$ cat config.mk
export PLATFORM = sky130hd
export DESIGN_NAME = stopwatch_counter
export DESIGN_NICKNAME = d
export VERILOG_FILES = /design/src/rtl/stopwatch_pkg.sv /design/src/rtl/sw_field_counter.sv /design/src/rtl/stopwatch_counter.sv
export SDC_FILE = /design/constraint.sdc
export NUM_CORES = 1
export LEC_CHECK = 0
export BUFFER_PORTS_ARGS = -buffer_cell sky130_fd_sc_hd__buf_2
export CAP_MARGIN = 20
export CORE_ASPECT_RATIO = 0.75
export CORE_MARGIN = 1
export CORE_UTILIZATION = 40
export DETAILED_ROUTE_END_ITERATION = 6
export PLACE_DENSITY = 0.7
export SKIP_CTS_REPAIR_TIMING = 1
export SLEW_MARGIN = 30
export SYNTH_ARGS = -nofsm -noshare
export SYNTH_HDL_FRONTEND = slang
export SYNTH_SLANG_ARGS = --single-unit
export TNS_END_PERCENT = 5
$ cat constraint.sdc
create_clock -name clk_i -period 3.6 [get_ports clk_i]
set_input_delay 0.36 -clock clk_i [delete_from_list [all_inputs] [get_ports clk_i]]
set_output_delay 0.36 -clock clk_i [all_outputs]
set_load 0.01 [all_outputs]
$ cat src/rtl/stopwatch_pkg.sv
// Shared types and constants for the stopwatch timekeeping path.
// Tick-rate constants are shared with the clock divider that produces tick_1hz/tick_2hz.
package stopwatch_pkg;

    localparam int unsigned DefCntW   = 6;
    localparam int unsigned DefMaxSec = 59;
    localparam int unsigned DefMaxMin = 59;

    localparam int unsigned ClkFreqHz  = 50_000_000;
    localparam int unsigned Tick1HzDiv = ClkFreqHz;
    localparam int unsigned Tick2HzDiv = ClkFreqHz / 2;

    typedef enum logic [1:0] {
        StRun    = 2'd0,
        StPaused = 2'd1,
        StAdjust = 2'd2
    } sw_state_e;

endpackage

$ cat src/rtl/sw_field_counter.sv
// One time field (minutes or seconds): increments on inc_i and wraps to 0 after max_i.
// carry_o flags the increment that wraps, so the next field can chain off it.
module sw_field_counter
    import stopwatch_pkg::*;
#(
    parameter int unsigned CntW = DefCntW
) (
    input  logic            clk_i,
    input  logic            rst_i,
    input  logic            inc_i,
    input  logic [CntW-1:0] max_i,
    output logic [CntW-1:0] cnt_o,
    output logic            carry_o
);

    logic [CntW-1:0] cnt_q, cnt_d;
    logic            at_max;

    // Equality against max keeps the field in range without relying on binary overflow.
    assign at_max  = (cnt_q == max_i);
    assign carry_o = inc_i & at_max;
    assign cnt_o   = cnt_q;

    always_comb begin
        cnt_d = cnt_q;
        if (inc_i) begin
            cnt_d = at_max ? '0 : cnt_q + CntW'(1);
        end
    end

    always_ff @(posedge clk_i or posedge rst_i) begin
        if (rst_i) begin
            cnt_q <= '0;
        end else begin
            cnt_q <= cnt_d;
        end
    end

endmodule

$ cat src/rtl/stopwatch_counter.sv
// Stopwatch timekeeping core: RUN/PAUSED/ADJUST FSM, pause flag and field enables.
// Define STOPWATCH_ROLLOVER_EN to add the rollover_o pulse on a 59:59 -> 00:00 run wrap.
module stopwatch_counter
    import stopwatch_pkg::*;
#(
    parameter int unsigned CntW   = DefCntW,
    parameter int unsigned MaxSec = DefMaxSec,
    parameter int unsigned MaxMin = DefMaxMin
) (
    input  logic            clk_i,
    input  logic            rst_i,
    input  logic            tick_1hz_i,
    input  logic            tick_2hz_i,
    input  logic            pause_btn_i,
    input  logic            adj_i,
    input  logic            sel_i,
    output logic [CntW-1:0] min_o,
    output logic [CntW-1:0] sec_o,
    output logic            paused_o,
`ifdef STOPWATCH_ROLLOVER_EN
    output logic            rollover_o,
`endif
    output logic            adjusting_o
);

    sw_state_e state_q, state_d;
    logic      pause_q, pause_d;

    logic      run_cnt;
    logic      adj_step;
    logic      sec_inc, min_inc;
    logic      sec_carry, min_carry;

    // State register
    always_ff @(posedge clk_i or posedge rst_i) begin
        if (rst_i) begin
            state_q <= StRun;
            pause_q <= 1'b0;
        end else begin
            state_q <= state_d;
            pause_q <= pause_d;
        end
    end

    // Next-state: adj has top priority; pause_btn only acts outside ADJUST.
    always_comb begin
        state_d = state_q;
        pause_d = pause_q;
        if (adj_i) begin
            state_d = StAdjust;
        end else begin
            unique case (state_q)
                StAdjust: state_d = pause_q ? StPaused : StRun;
                StRun: begin
                    if (pause_btn_i) begin
                        pause_d = 1'b1;
                        state_d = StPaused;
                    end
                end
                StPaused: begin
                    if (pause_btn_i) begin
                        pause_d = 1'b0;
                        state_d = StRun;
                    end
                end
                default: state_d = StRun;
            endcase
        end
    end

    // Outputs and field enables
    always_comb begin
        run_cnt     = (state_q == StRun) & ~adj_i & tick_1hz_i;
        adj_step    = (state_q == StAdjust) & adj_i & tick_2hz_i;
        sec_inc     = run_cnt | (adj_step & sel_i);
        min_inc     = (run_cnt & sec_carry) | (adj_step & ~sel_i);
        adjusting_o = (state_q == StAdjust);
        paused_o    = pause_q;
    end

    sw_field_counter #(
        .CntW (CntW)
    ) u_sec (
        .clk_i   (clk_i),
        .rst_i   (rst_i),
        .inc_i   (sec_inc),
        .max_i   (CntW'(MaxSec)),
        .cnt_o   (sec_o),
        .carry_o (sec_carry)
    );

    sw_field_counter #(
        .CntW (CntW)
    ) u_min (
        .clk_i   (clk_i),
        .rst_i   (rst_i),
        .inc_i   (min_inc),
        .max_i   (CntW'(MaxMin)),
        .cnt_o   (min_o),
        .carry_o (min_carry)
    );

`ifdef STOPWATCH_ROLLOVER_EN
    logic rollover_q, rollover_d;

    // Only a RUN-driven minute carry is a full wrap; adjust wraps never pulse.
    assign rollover_d = run_cnt & min_carry;
    assign rollover_o = rollover_q;

    always_ff @(posedge clk_i or posedge rst_i) begin
        if (rst_i) begin
            rollover_q <= 1'b0;
        end else begin
            rollover_q <= rollover_d;
        end
    end
`endif

endmodule
==> summary.log, run 1 <==
qor: run_status.run_status finished, final reports clean
qor: route.drt_first_iter_violations 25
qor: synth.synth-main-ff-cell sky130_fd_sc_hd__dfrtp_1
qor: pwr.power_per_cell_area 557.0 nW/um2
qor: synth.yosys_warn_count 0
qor: global_routing.initial_antenna_violation_count 0
qor: sta.final-max-slew-violation-count 0
qor: sta.timing.final.ws_setup 1849 ps
qor: clocking.cts_tree built
qor: route.via_count 735
qor: setup_path.timing_worst_setup_path_type flop to flop
qor: global_routing.grt_pass1_wl 2780 um
qor: synth.syn-mean-instance-area 9.217 um2
qor: placement.gp_congestion 0.7644
qor: setup_path.critPathSlowestCell sky130_fd_sc_hd__dfrtp_1
qor: synth.proportion_of_synthesized_chip_area_in_sequential_cells 0.4525
qor: sta.setup_total_negative_slack 0 ps
qor: die.die_width 54.59 um
qor: setup_path.crit_start u_sec.cnt_o[0]$_DFFE_PP0P_
qor: sta.fin_skew 1.752 ps
qor: clocking.clk_path_buf_depth 2
qor: clocking.clk-insertion-delay-late 280 ps
qor: cells_and_area.antenna_diodes 0
qor: clocking.clock_tree.htree_level_count 1
qor: global_routing.top_usage_layer met1
qor: global_routing.met2_layer_usage_reported_by_global_route 0.2289
qor: clocking.clock_pin_transition_on_the_worst_setup_and_hold_timing_paths 80 ps
qor: pwr.vdd_drop_max 0.0003235 V
qor: placement.dpl_worst_slack 1856 ps
qor: clocking.cts_num_sinks 15
qor: global_routing.grt_max_degree 16
qor: setup_path.reg2reg_to u_min.cnt_o[0]$_DFFE_PP0P_
qor: sta.clock.fmax 571.0 MHz
qor: sta.max-slew-margin-rel 0.6273
qor: placement.port_buffers 20
qor: route.first_pass_iters 4
qor: synth.synth_top_cell_area_share 0.4525
qor: synth.yosys_register_bits 15
qor: placement.post_detail_place_hpwl 1304 um
qor: sta.total_count_of_hold_check_failures_in_the_final_report 0
qor: setup_path.critPathArrivalTime 1920 ps
qor: sta.setup_failing_eps_final 0
qor: sta.grt_setup_unrepaired no
qor: setup_path.setup.worst_path.end_class flop
qor: route.avgViaCountPerCell 5.485
qor: cells_and_area.finalInstanceArea 974.7 um2
qor: sta.tightestPinTransition 558.5 ps
qor: route.drc_errors 0
qor: flow_run.timing.max_cap.violations 0
qor: global_routing.gr-usage-met3 0.07692
qor: setup_path.startpoint_class_of_the_critical_path flop
qor: setup_path.cp.required 3770 ps
qor: global_routing.grtUsageTotal 0.1711
qor: sta.fin_crit_sh 0.4865
qor: worst_hold_path.worstHoldPathType input pin to asynchronous set/reset pin
qor: setup_path.timing.reg2reg.setup_slack 1850 ps
qor: clocking.cts.root.buffer_cell sky130_fd_sc_hd__clkbuf_4
qor: cells_and_area.final_layout_size_suffix_gt1_frac 0.2321
qor: clocking.cts_buffers 3
qor: route.detail-route-antenna-nets 0
qor: route.postRouteWirelength 1713 um
qor: route.post_drt_wl_per_cell 12.78 um
qor: die.core_area 1838 um2
qor: synth.synth-edff-count 0
qor: setup_path.critical_path.reg2reg.startpoint u_sec.cnt_o[0]$_DFFE_PP0P_
qor: synth.syn_nets 99
qor: setup_path.crit_path_cell_trace ha_1 > nor2b_1 > and4bb_2 > nor2_2 > mux2_1
qor: synth.synth.cell_area 829.5 um2
qor: cells_and_area.final_common_cell sky130_fd_sc_hd__buf_2
qor: setup_path.reg2regPathDepth 5
qor: global_routing.grt_pass1_vias 628
qor: synth.synth_area_leader_cell sky130_fd_sc_hd__dfrtp_1
qor: global_routing.leftover_overflow_at_the_end_of_global_routing 0
qor: synth.synth_area_leaders sky130_fd_sc_hd__dfrtp_1 45%, sky130_fd_sc_hd__a21oi_1 4.8%, sky130_fd_sc_hd__nand2_1 4.1%
qor: die.start_util 0.4513
qor: die.die_outline_area 2262 um2
qor: pwr.power.total 0.5429 mW
qor: synth.synth_async_sr_flop_share 1.000
qor: die.placementRows 13
qor: sta.final_period_minus_worst_setup_slack 1751 ps
qor: pwr.leakage 0.4529 nW
qor: cells_and_area.flow.area_growth_from_synthesis 17.50%
qor: setup_path.path_max_fanout 6
qor: sta.fin_worst_hold_slack 114.3 ps
qor: die.floorplan.io_pins 21
qor: setup_path.critical-path-max-stage-delay 430 ps
qor: die.dieHeight 41.44 um
qor: setup_path.timing.critical_path.to u_min.cnt_o[0]$_DFFE_PP0P_
qor: cells_and_area.mostFrequentLayoutCells 20 x sky130_fd_sc_hd__buf_2, 15 x sky130_fd_sc_hd__dfrtp_1, 9 x sky130_fd_sc_hd__nand2_1
qor: synth.post_synth_inst_count 90
qor: synth.synth.lib_cells_used.distinct 34
qor: cells_and_area.net_total_in_the_final_layout 122
qor: placement.post_dp_cell_area 948.4 um2
qor: global_routing.grt.met1_usage 0.2529
state kept, by name (all words and copies together), names as in the netlist:
name         count
u_min.cnt_o      6
u_sec.cnt_o      6
state_q          2
paused_o         1
cell type report:
| class | count | area, um2 |
|---|---|---|
| Timing Repair Buffer | 20 | 100.1 |
| Fill cell | 181 | 863.3 |
| Clock buffer | 4 | 26.28 |
| Sequential cell | 15 | 375.4 |
| Inverter | 6 | 22.52 |
| Tap cell | 22 | 27.53 |
| Multi-Input combinational cell | 67 | 422.9 |
power breakdown:
| part | leakage [nW] | switching [mW] | internal [mW] |
|---|---|---|---|
| logic | 0.264 | 0.0914 | 0.0835 |
| clock network | 0.0150 | 0.0503 | 0.0431 |
| registers | 0.174 | 0.0625 | 0.212 |
cell families (layout without fill, tap and decap cells):
group,Yosys count,count (layout),synth area share
flops,15,15,0.4525
fa+ha+maj,2,2,0.03016
mux,3,3,0.04072
simple gates,38,38,0.2549
buf+inv,8,30,0.03770
xor+xnor,1,1,0.01056
compound gates,23,23,0.1735
metal layers:
metal,part of all wire,wire length [um]
met5,0,0
met4,0,0
met3,0.063,108
met2,0.43,741
met1,0.50,862
Yosys cell counts, drive strengths merged, types with 2 or more instances:
library cell and count:
and3 2, inv 6, or3 2, nor2 8, dfrtp 15, nor2b 3, nand4 3, a31oi 2
o31ai 2, ha 2, mux2 3, nand2 9, a21oi 8, nand3 5, o21ai 4
critical path, delay by kind of cell (launching register included):
family        cells  cell delay, ps
fa+ha+maj         1             250
flops             1             430
mux               1             340
simple gates      3             610
worst min-delay path by stage:
stage	from	endpoint	slack, ps
after floorplan	rst_i	paused_o$_DFFE_PP0P_	260
final	rst_i	u_sec.cnt_o[2]$_DFFE_PP0P_	110
after global placement	rst_i	u_min.cnt_o[2]$_DFFE_PP0P_	440
after detailed placement	rst_i	u_sec.cnt_o[0]$_DFFE_PP0P_	460
after CTS	rst_i	u_min.cnt_o[3]$_DFFE_PP0P_	140
after global routing	rst_i	u_sec.cnt_o[5]$_DFFE_PP0P_	160
stage by stage:
step | std cells | util
2_1_floorplan | 90 | -
3_3_place_gp | 130 | 0.5160
3_5_place_dp | 130 | 0.5160
4_1_cts | 134 | 0.5303
5_1_grt | 134 | 0.5303
6_report | 134 | 0.5303
No activity file was read; power rests on OpenSTA's default activity.
==> run 2: changes to the inputs <==
PLACE_DENSITY = 0.72   (was 0.7)
clock period = 1.6 ns   (was 3.6 ns; I/O delays follow)
==> run 2 against run 1 <==
Against the previous run:
- combinational power grew to 2.8 times the previous value
- critical path depth stayed put
- clock power is 140% higher
- sequential share of layout area shrank 4.2 points
- design area rose by 12%
- non-clock buffer count rose by 9
- via count increased by 9.4%
- core utilization up 6.6 points
- critical path type unchanged
==> summary.log, run 2 (synthesized netlist as in run 1, its figures left out) <==
qor: cells_and_area.final_layout_size_suffix_gt1_frac 0.3636 [was 0.2321]
qor: pwr.vdd_drop_max 0.0007014 V [was 0.0003235 V]
qor: placement.post_dp_cell_area 1027 um2 [was 948.4 um2]
qor: worst_hold_path.worstHoldPathType input pin to flop [was input pin to asynchronous set/reset pin]
qor: route.drc_errors 0 [unchanged]
qor: setup_path.critPathSlowestCell sky130_fd_sc_hd__dfrtp_1 [unchanged]
qor: placement.gp_congestion 0.8043 [was 0.7644]
qor: die.die_width 54.59 um [unchanged]
qor: global_routing.grt_max_degree 16 [unchanged]
qor: cells_and_area.finalInstanceArea 1096 um2 [was 974.7 um2]
qor: route.first_pass_iters 5 [was 4]
qor: setup_path.critical-path-max-stage-delay 420 ps [was 430 ps]
qor: global_routing.grtUsageTotal 0.1882 [was 0.1711]
qor: setup_path.reg2regPathDepth 5 [unchanged]
qor: route.post_drt_wl_per_cell 13.06 um [was 12.78 um]
qor: cells_and_area.stdcell_count 143 [was 134]
qor: sta.fin_worst_hold_slack 61.05 ps [was 114.3 ps]
qor: pwr.switching_share_of_power 0.3820 [was 0.3760]
qor: clocking.cts_tree built [unchanged]
qor: die.dieHeight 41.44 um [unchanged]
qor: flow_run.timing.max_cap.violations 0 [unchanged]
qor: global_routing.initial_antenna_violation_count 0 [unchanged]
qor: setup_path.crit_path_cell_trace buf_4 > nor2b_2 > and4b_2 > nor2_4 > mux2_1 [was ha_1 > nor2b_1 > and4bb_2 > nor2_2 > mux2_1]
qor: clocking.clk-insertion-delay-late 290 ps [was 280 ps]
qor: clocking.clock_tree.htree_level_count 1 [unchanged]
qor: global_routing.leftover_overflow_at_the_end_of_global_routing 0 [unchanged]
qor: setup_path.path_max_fanout 4 [was 6]
qor: setup_path.critPathArrivalTime 1750 ps [was 1920 ps]
qor: route.drt_first_iter_violations 21 [was 25]
qor: pwr.power_per_cell_area 1213 nW/um2 [was 557.0 nW/um2]
qor: die.core_area 1838 um2 [unchanged]
qor: die.floorplan.io_pins 21 [unchanged]
qor: die.start_util 0.4513 [unchanged]
qor: setup_path.timing_worst_setup_path_type flop to flop [unchanged]
qor: route.detail-route-antenna-nets 0 [unchanged]
qor: pwr.clock_network_fraction_of_total_power 0.166 [was 0.172]
qor: worst_hold_path.hold_path_cell_cnt 1
qor: sta.final-max-slew-violation-count 0 [unchanged]
qor: clocking.clk_path_buf_depth 2 [unchanged]
qor: sta.fin_crit_sh 0.9803 [was 0.4865]
qor: sta.total_count_of_hold_check_failures_in_the_final_report 0 [unchanged]
qor: cells_and_area.mostFrequentLayoutCells 20 x sky130_fd_sc_hd__buf_2, 14 x sky130_fd_sc_hd__dfrtp_1, 9 x sky130_fd_sc_hd__nand2_1 [was 20 x sky130_fd_sc_hd__buf_2, 15 x sky130_fd_sc_hd__dfrtp_1, 9 x sky130_fd_sc_hd__nand2_1]
qor: placement.port_buffers 20 [unchanged]
qor: sta.clock.fmax 637.5 MHz [was 571.0 MHz]
qor: cells_and_area.net_total_in_the_final_layout 131 [was 122]
qor: setup_path.setup.worst_path.end_class flop [unchanged]
qor: placement.dpl.cell_count 138 [was 130]
qor: setup_path.cp.required 1780 ps [was 3770 ps]
qor: pwr.seq_power_share 0.462 [was 0.506]
qor: run_status.run_status finished, final reports clean [unchanged]
qor: sta.tightestPinTransition 558.2 ps [was 558.5 ps]
qor: cells_and_area.final_common_cell sky130_fd_sc_hd__buf_2 [unchanged]
qor: cells_and_area.flow.area_growth_from_synthesis 32.13% [was 17.50%]
qor: global_routing.grt_pass1_wl 3029 um [was 2780 um]
qor: cells_and_area.antenna_diodes 0 [unchanged]
qor: sta.fin_skew 0.9591 ps [was 1.752 ps]
qor: sta.max-slew-margin-rel 0.6275 [was 0.6273]
qor: sta.setup_failing_eps_final 0 [unchanged]
qor: placement.post_detail_place_hpwl 1417 um [was 1304 um]
qor: pwr.leakage 0.4938 nW [was 0.4529 nW]
qor: route.via_count 804 [was 735]
qor: route.avgViaCountPerCell 5.622 [was 5.485]
qor: cells_and_area.final_core_density 0.5963 [was 0.5303]
qor: global_routing.grt_pass1_vias 687 [was 628]
qor: die.die_outline_area 2262 um2 [unchanged]
qor: pwr.pwr-share-comb 0.372 [was 0.322]
qor: clocking.clock_pin_transition_on_the_worst_setup_and_hold_timing_paths 90 ps [was 80 ps]
qor: route.postRouteWirelength 1868 um [was 1713 um]
qor: pwr.power.internal 0.8219 mW [was 0.3388 mW]
qor: clocking.cts_buffers 3 [unchanged]
qor: sta.final_period_minus_worst_setup_slack 1569 ps [was 1751 ps]
qor: setup_path.startpoint_class_of_the_critical_path flop [unchanged]
qor: sta.grt_setup_unrepaired yes [was no]
qor: die.placementRows 13 [unchanged]
qor: pwr.switching_power 0.5080 mW [was 0.2041 mW]
qor: clocking.cts.root.buffer_cell sky130_fd_sc_hd__clkbuf_4 [unchanged]
qor: clocking.cts_num_sinks 15 [unchanged]
[run 2: changes by cell type in the layout (fill, tap and decap cells not counted), sizes merged]
| cell | before | now |
|---|---|---|
| buf | 20 | 28 |
| dlygate4sd3 | 0 | 1 |
[run 2: critical path, delay by kind of cell (launching register included)]
family                 cells  cell delay (ps)
buffers and inverters      1              160
and+or+nand+nor            3              560
muxes                      1              320
DFF                        1              420
[run 2: path summary, 6_finish.rpt]
| path | from | end | slack (ps) |
|---|---|---|---|
| max in group asynchronous | rst_i | u_sec.cnt_o[0]$_DFFE_PP0P_ | 750 |
| min reg2reg | paused_o$_DFFE_PP0P_ | state_q[0]$_DFFE_PP0P_ | 560 |
| max | state_q[1]$_DFFE_PP0P_ | u_min.cnt_o[0]$_DFFE_PP0P_ | 30 |
| min in group asynchronous | rst_i | u_sec.cnt_o[5]$_DFFE_PP0P_ | 450 |
| min | adj_i | state_q[1]$_DFFE_PP0P_ | 60 |
| max reg2reg | state_q[1]$_DFFE_PP0P_ | u_min.cnt_o[0]$_DFFE_PP0P_ | 30 |
[run 2: per-stage QoR]
stage | TNS [ps] | power (mW) | worst slack [ps]
CTS | 0 | 1.321 | 6.335
global placement | 0 | 1.081 | 40.97
finish | 0 | 1.330 | 31.45
floorplan | 0 | 0.8720 | 1.399
detailed placement | 0 | 1.104 | 32.00
global route | -168.5 | 1.440 | -30.95
[run 2: layout make-up]
class,count,area [um2]
fillers,167,742.0
multi-input cells,67,473.0
flip-flops and latches,15,376.6
repair buffers,29,170.2
well taps,22,27.53
clock buffers,4,26.28
inverters,6,22.52
[run 2: power by group through the flow]
stage | combinational (mW) | sequential [mW] | clock, mW
global route | 0.559 | 0.637 | 0.244
detailed placement | 0.483 | 0.621 | 0
floorplan | 0.211 | 0.661 | 0
CTS | 0.485 | 0.612 | 0.224
global placement | 0.468 | 0.612 | 0
finish | 0.495 | 0.614 | 0.221
[run 2: per-layer routing]
metal  vias to the layer above  part of all wire  track usage
met3                         5             0.056      0.07692
met1                       386              0.49       0.2659
met4                         0             0.013      0.04615
met2                        21              0.44       0.2651
li1                        392                 -            -
met5                         -                 0            0
==> run 3: changes to the inputs <==
CAP_MARGIN = 15   (was 20)
clock period = 1.3 ns   (was 1.6 ns; I/O delays follow)
==> run 3 against run 2 <==
Against the previous run:
- the flow now finishes with violations (negative setup slack)
- clock power is 19% higher
- via count is 6.1% higher
- worst setup slack worse by 310 ps
- sequential power is 11% higher
- highest routed layer unchanged
==> summary.log, run 3 (synthesized netlist as in run 1, its figures left out) <==
qor: cells_and_area.mostFrequentLayoutCells 25 x sky130_fd_sc_hd__buf_4, 20 x sky130_fd_sc_hd__buf_2, 13 x sky130_fd_sc_hd__dfrtp_1 [was 20 x sky130_fd_sc_hd__buf_2, 14 x sky130_fd_sc_hd__dfrtp_1, 9 x sky130_fd_sc_hd__nand2_1]
qor: sta.fin_skew 11.93 ps [was 0.9591 ps]
qor: setup_path.cp.required 1520 ps [was 1780 ps]
qor: setup_path.startpoint_class_of_the_critical_path flop [unchanged]
qor: worst_hold_path.worstHoldPathType input pin to flop [unchanged]
qor: placement.dpl_worst_slack -270.4 ps [was 32.00 ps]
qor: pwr.power.total 1.865 mW [was 1.330 mW]
qor: pwr.switching_share_of_power 0.3618 [was 0.3820]
qor: sta.timing.final.ws_setup -278.3 ps [was 31.45 ps]
qor: die.start_util 0.4513 [unchanged]
qor: pwr.pwr-share-comb 0.493 [was 0.372]
qor: die.dieHeight 41.44 um [unchanged]
qor: clocking.clk-insertion-delay-late 290 ps [about the same]
qor: setup_path.critPathSlowestCell sky130_fd_sc_hd__dfrtp_1 [unchanged]
qor: placement.post_detail_place_hpwl 1599 um [was 1417 um]
qor: clocking.clk_path_buf_depth 2 [unchanged]
qor: setup_path.top_delay_family_on_crit_path simple AND/OR/NAND/NOR gates [unchanged]
qor: cells_and_area.flow.area_growth_from_synthesis 52.64% [was 32.13%]
qor: flow_run.timing.max_cap.violations 0 [unchanged]
qor: clocking.cts_tree built [unchanged]
qor: cells_and_area.final_common_cell sky130_fd_sc_hd__buf_4 [was sky130_fd_sc_hd__buf_2]
qor: sta.total_count_of_hold_check_failures_in_the_final_report 0 [unchanged]
qor: setup_path.crit_path_cell_trace or3b_4 > a21o_1 > or3_1 > o21ai_1 [was buf_4 > nor2b_2 > and4b_2 > nor2_4 > mux2_1]
qor: global_routing.met2_layer_usage_reported_by_global_route 0.2602 [was 0.2651]
qor: worst_hold_path.hold_path_cell_cnt 2 [was 1]
qor: setup_path.timing_worst_setup_path_type flop to flop [unchanged]
qor: die.core_area 1838 um2 [unchanged]
qor: clocking.cts_num_sinks 15 [unchanged]
qor: run_status.failed_checks negative setup slack
qor: global_routing.top_usage_layer met1 [unchanged]
qor: pwr.vdd_drop_max 0.001242 V [was 0.0007014 V]
qor: route.post_drt_wl_per_cell 12.52 um [was 13.06 um]
qor: placement.gp_congestion 0.8570 [was 0.8043]
qor: global_routing.grt_pass1_wl 3029 um [unchanged]
qor: clocking.cts_buffers 3 [unchanged]
qor: global_routing.initial_antenna_violation_count 0 [unchanged]
qor: clocking.clock_pin_transition_on_the_worst_setup_and_hold_timing_paths 90 ps [about the same]
qor: global_routing.gr-usage-met3 0.06227 [was 0.07692]
qor: run_status.run_status complete, but fails checks [was finished, final reports clean]
qor: setup_path.path_max_fanout 5 [was 4]
qor: pwr.clock_network_fraction_of_total_power 0.140 [was 0.166]
qor: pwr.seq_power_share 0.366 [was 0.462]
qor: sta.tightestPinTransition 560.6 ps [was 558.2 ps]
qor: cells_and_area.final_layout_size_suffix_gt1_frac 0.4786 [was 0.3636]
qor: route.via_count 853 [was 804]
qor: cells_and_area.net_total_in_the_final_layout 150 [was 131]
qor: pwr.power_per_cell_area 1473 nW/um2 [was 1213 nW/um2]
qor: route.detail-route-antenna-nets 0 [unchanged]
qor: clocking.cts.root.buffer_cell sky130_fd_sc_hd__clkbuf_4 [unchanged]
qor: sta.clock.fmax 633.6 MHz [was 637.5 MHz]
qor: setup_path.reg2regPathDepth 4 [was 5]
qor: global_routing.grtUsageTotal 0.1845 [was 0.1882]
qor: sta.max-slew-margin-rel 0.6258 [was 0.6275]
qor: sta.final_period_minus_worst_setup_slack 1578 ps [was 1569 ps]
qor: die.die_width 54.59 um [unchanged]
qor: setup_path.number_of_logic_stages_on_the_critical_path_including_buffering 4 [was 5]
qor: sta.final-max-slew-violation-count 0 [unchanged]
qor: die.die_outline_area 2262 um2 [unchanged]
qor: setup_path.critical-path-max-stage-delay 440 ps [was 420 ps]
qor: global_routing.grt_max_degree 16 [unchanged]
qor: route.postRouteWirelength 2028 um [was 1868 um]
qor: sta.setup_failing_eps_final 12 [was 0]
qor: route.avgViaCountPerCell 5.265 [was 5.622]
qor: sta.grt_setup_unrepaired yes [unchanged]
qor: pwr.switching_power 0.6749 mW [was 0.5080 mW]
qor: cells_and_area.antenna_diodes 0 [unchanged]
qor: sta.fin_crit_sh 1.214 [was 0.9803]
qor: clocking.clock_tree.htree_level_count 1 [unchanged]
qor: die.placementRows 13 [unchanged]
qor: pwr.power.internal 1.190 mW [was 0.8219 mW]
qor: global_routing.grt_pass1_vias 721 [was 687]
qor: die.floorplan.io_pins 21 [unchanged]
qor: placement.port_buffers 20 [unchanged]
qor: pwr.leakage 0.6027 nW [was 0.4938 nW]
qor: global_routing.grt.met1_usage 0.2659 [unchanged]
qor: global_routing.leftover_overflow_at_the_end_of_global_routing 0 [unchanged]
qor: setup_path.critPathArrivalTime 1800 ps [was 1750 ps]
qor: route.drt_first_iter_violations 14 [was 21]
qor: sta.fin_worst_hold_slack 66.91 ps [was 61.05 ps]
qor: route.first_pass_iters 4 [was 5]
qor: setup_path.setup.worst_path.end_class flop [unchanged]
qor: route.drc_errors 0 [unchanged]
qor: setup_path.path_buf_inv 0 [was 1]
==> run 3: cell types whose count changed in the layout (fill, tap and decap cells not counted), sizes merged <==
| cell | delta |
|---|---|
| buf | +19 |
| clkbuf | -1 |
| clkinv | +1 |
==> run 3: power groups by stage <==
stage | clock network (mW) | registers (mW) | logic [mW]
finish | 0.262 | 0.684 | 0.920
global route | 0.298 | 0.700 | 0.999
CTS | 0.270 | 0.683 | 0.863
detailed placement | 0 | 0.692 | 0.861
global placement | 0 | 0.686 | 0.834
floorplan | 0 | 0.824 | 0.270
==> run 3: area by class of cell <==
class / count / area (um2)
Clock inverter: 1 / 5.005
Timing Repair Buffer: 48 / 329.1
Tap cell: 22 / 27.53
Clock buffer: 3 / 22.52
Inverter: 6 / 22.52
Fill cell: 154 / 571.8
Multi-Input combinational cell: 67 / 481.7
Sequential cell: 15 / 377.9
==> run 3: path summary, 6_finish.rpt <==
path,start,endpoint,slack [ps]
min reg2reg,paused_o$_DFFE_PP0P_,state_q[0]$_DFFE_PP0P_,560
max in group asynchronous,rst_i,u_sec.cnt_o[1]$_DFFE_PP0P_,460
max reg2reg,state_q[1]$_DFFE_PP0P_,u_sec.cnt_o[4]$_DFFE_PP0P_,-280
max,state_q[1]$_DFFE_PP0P_,u_sec.cnt_o[4]$_DFFE_PP0P_,-280
min in group asynchronous,rst_i,u_min.cnt_o[4]$_DFFE_PP0P_,430
min,pause_btn_i,paused_o$_DFFE_PP0P_,70
==> run 3: per-layer routing <==
metal  up-vias  share of wire
met5         -              0
met4         0         0.0084
met3         4          0.048
met2        22           0.45
met1       399           0.50
li1        428              -
==> run 3: per-stage QoR <==
step                      instance area (um2)  TNS [ps]    util  cells
after CTS                                1211     -2784  0.6590    160
after detailed placement                 1184     -2561  0.6440    156
after global placement                   1184     -2145  0.6440    156
final                                    1266     -2410  0.6889    162
after global routing                     1266     -3327  0.6889    162
after floorplan                         857.1     -1385       -     90
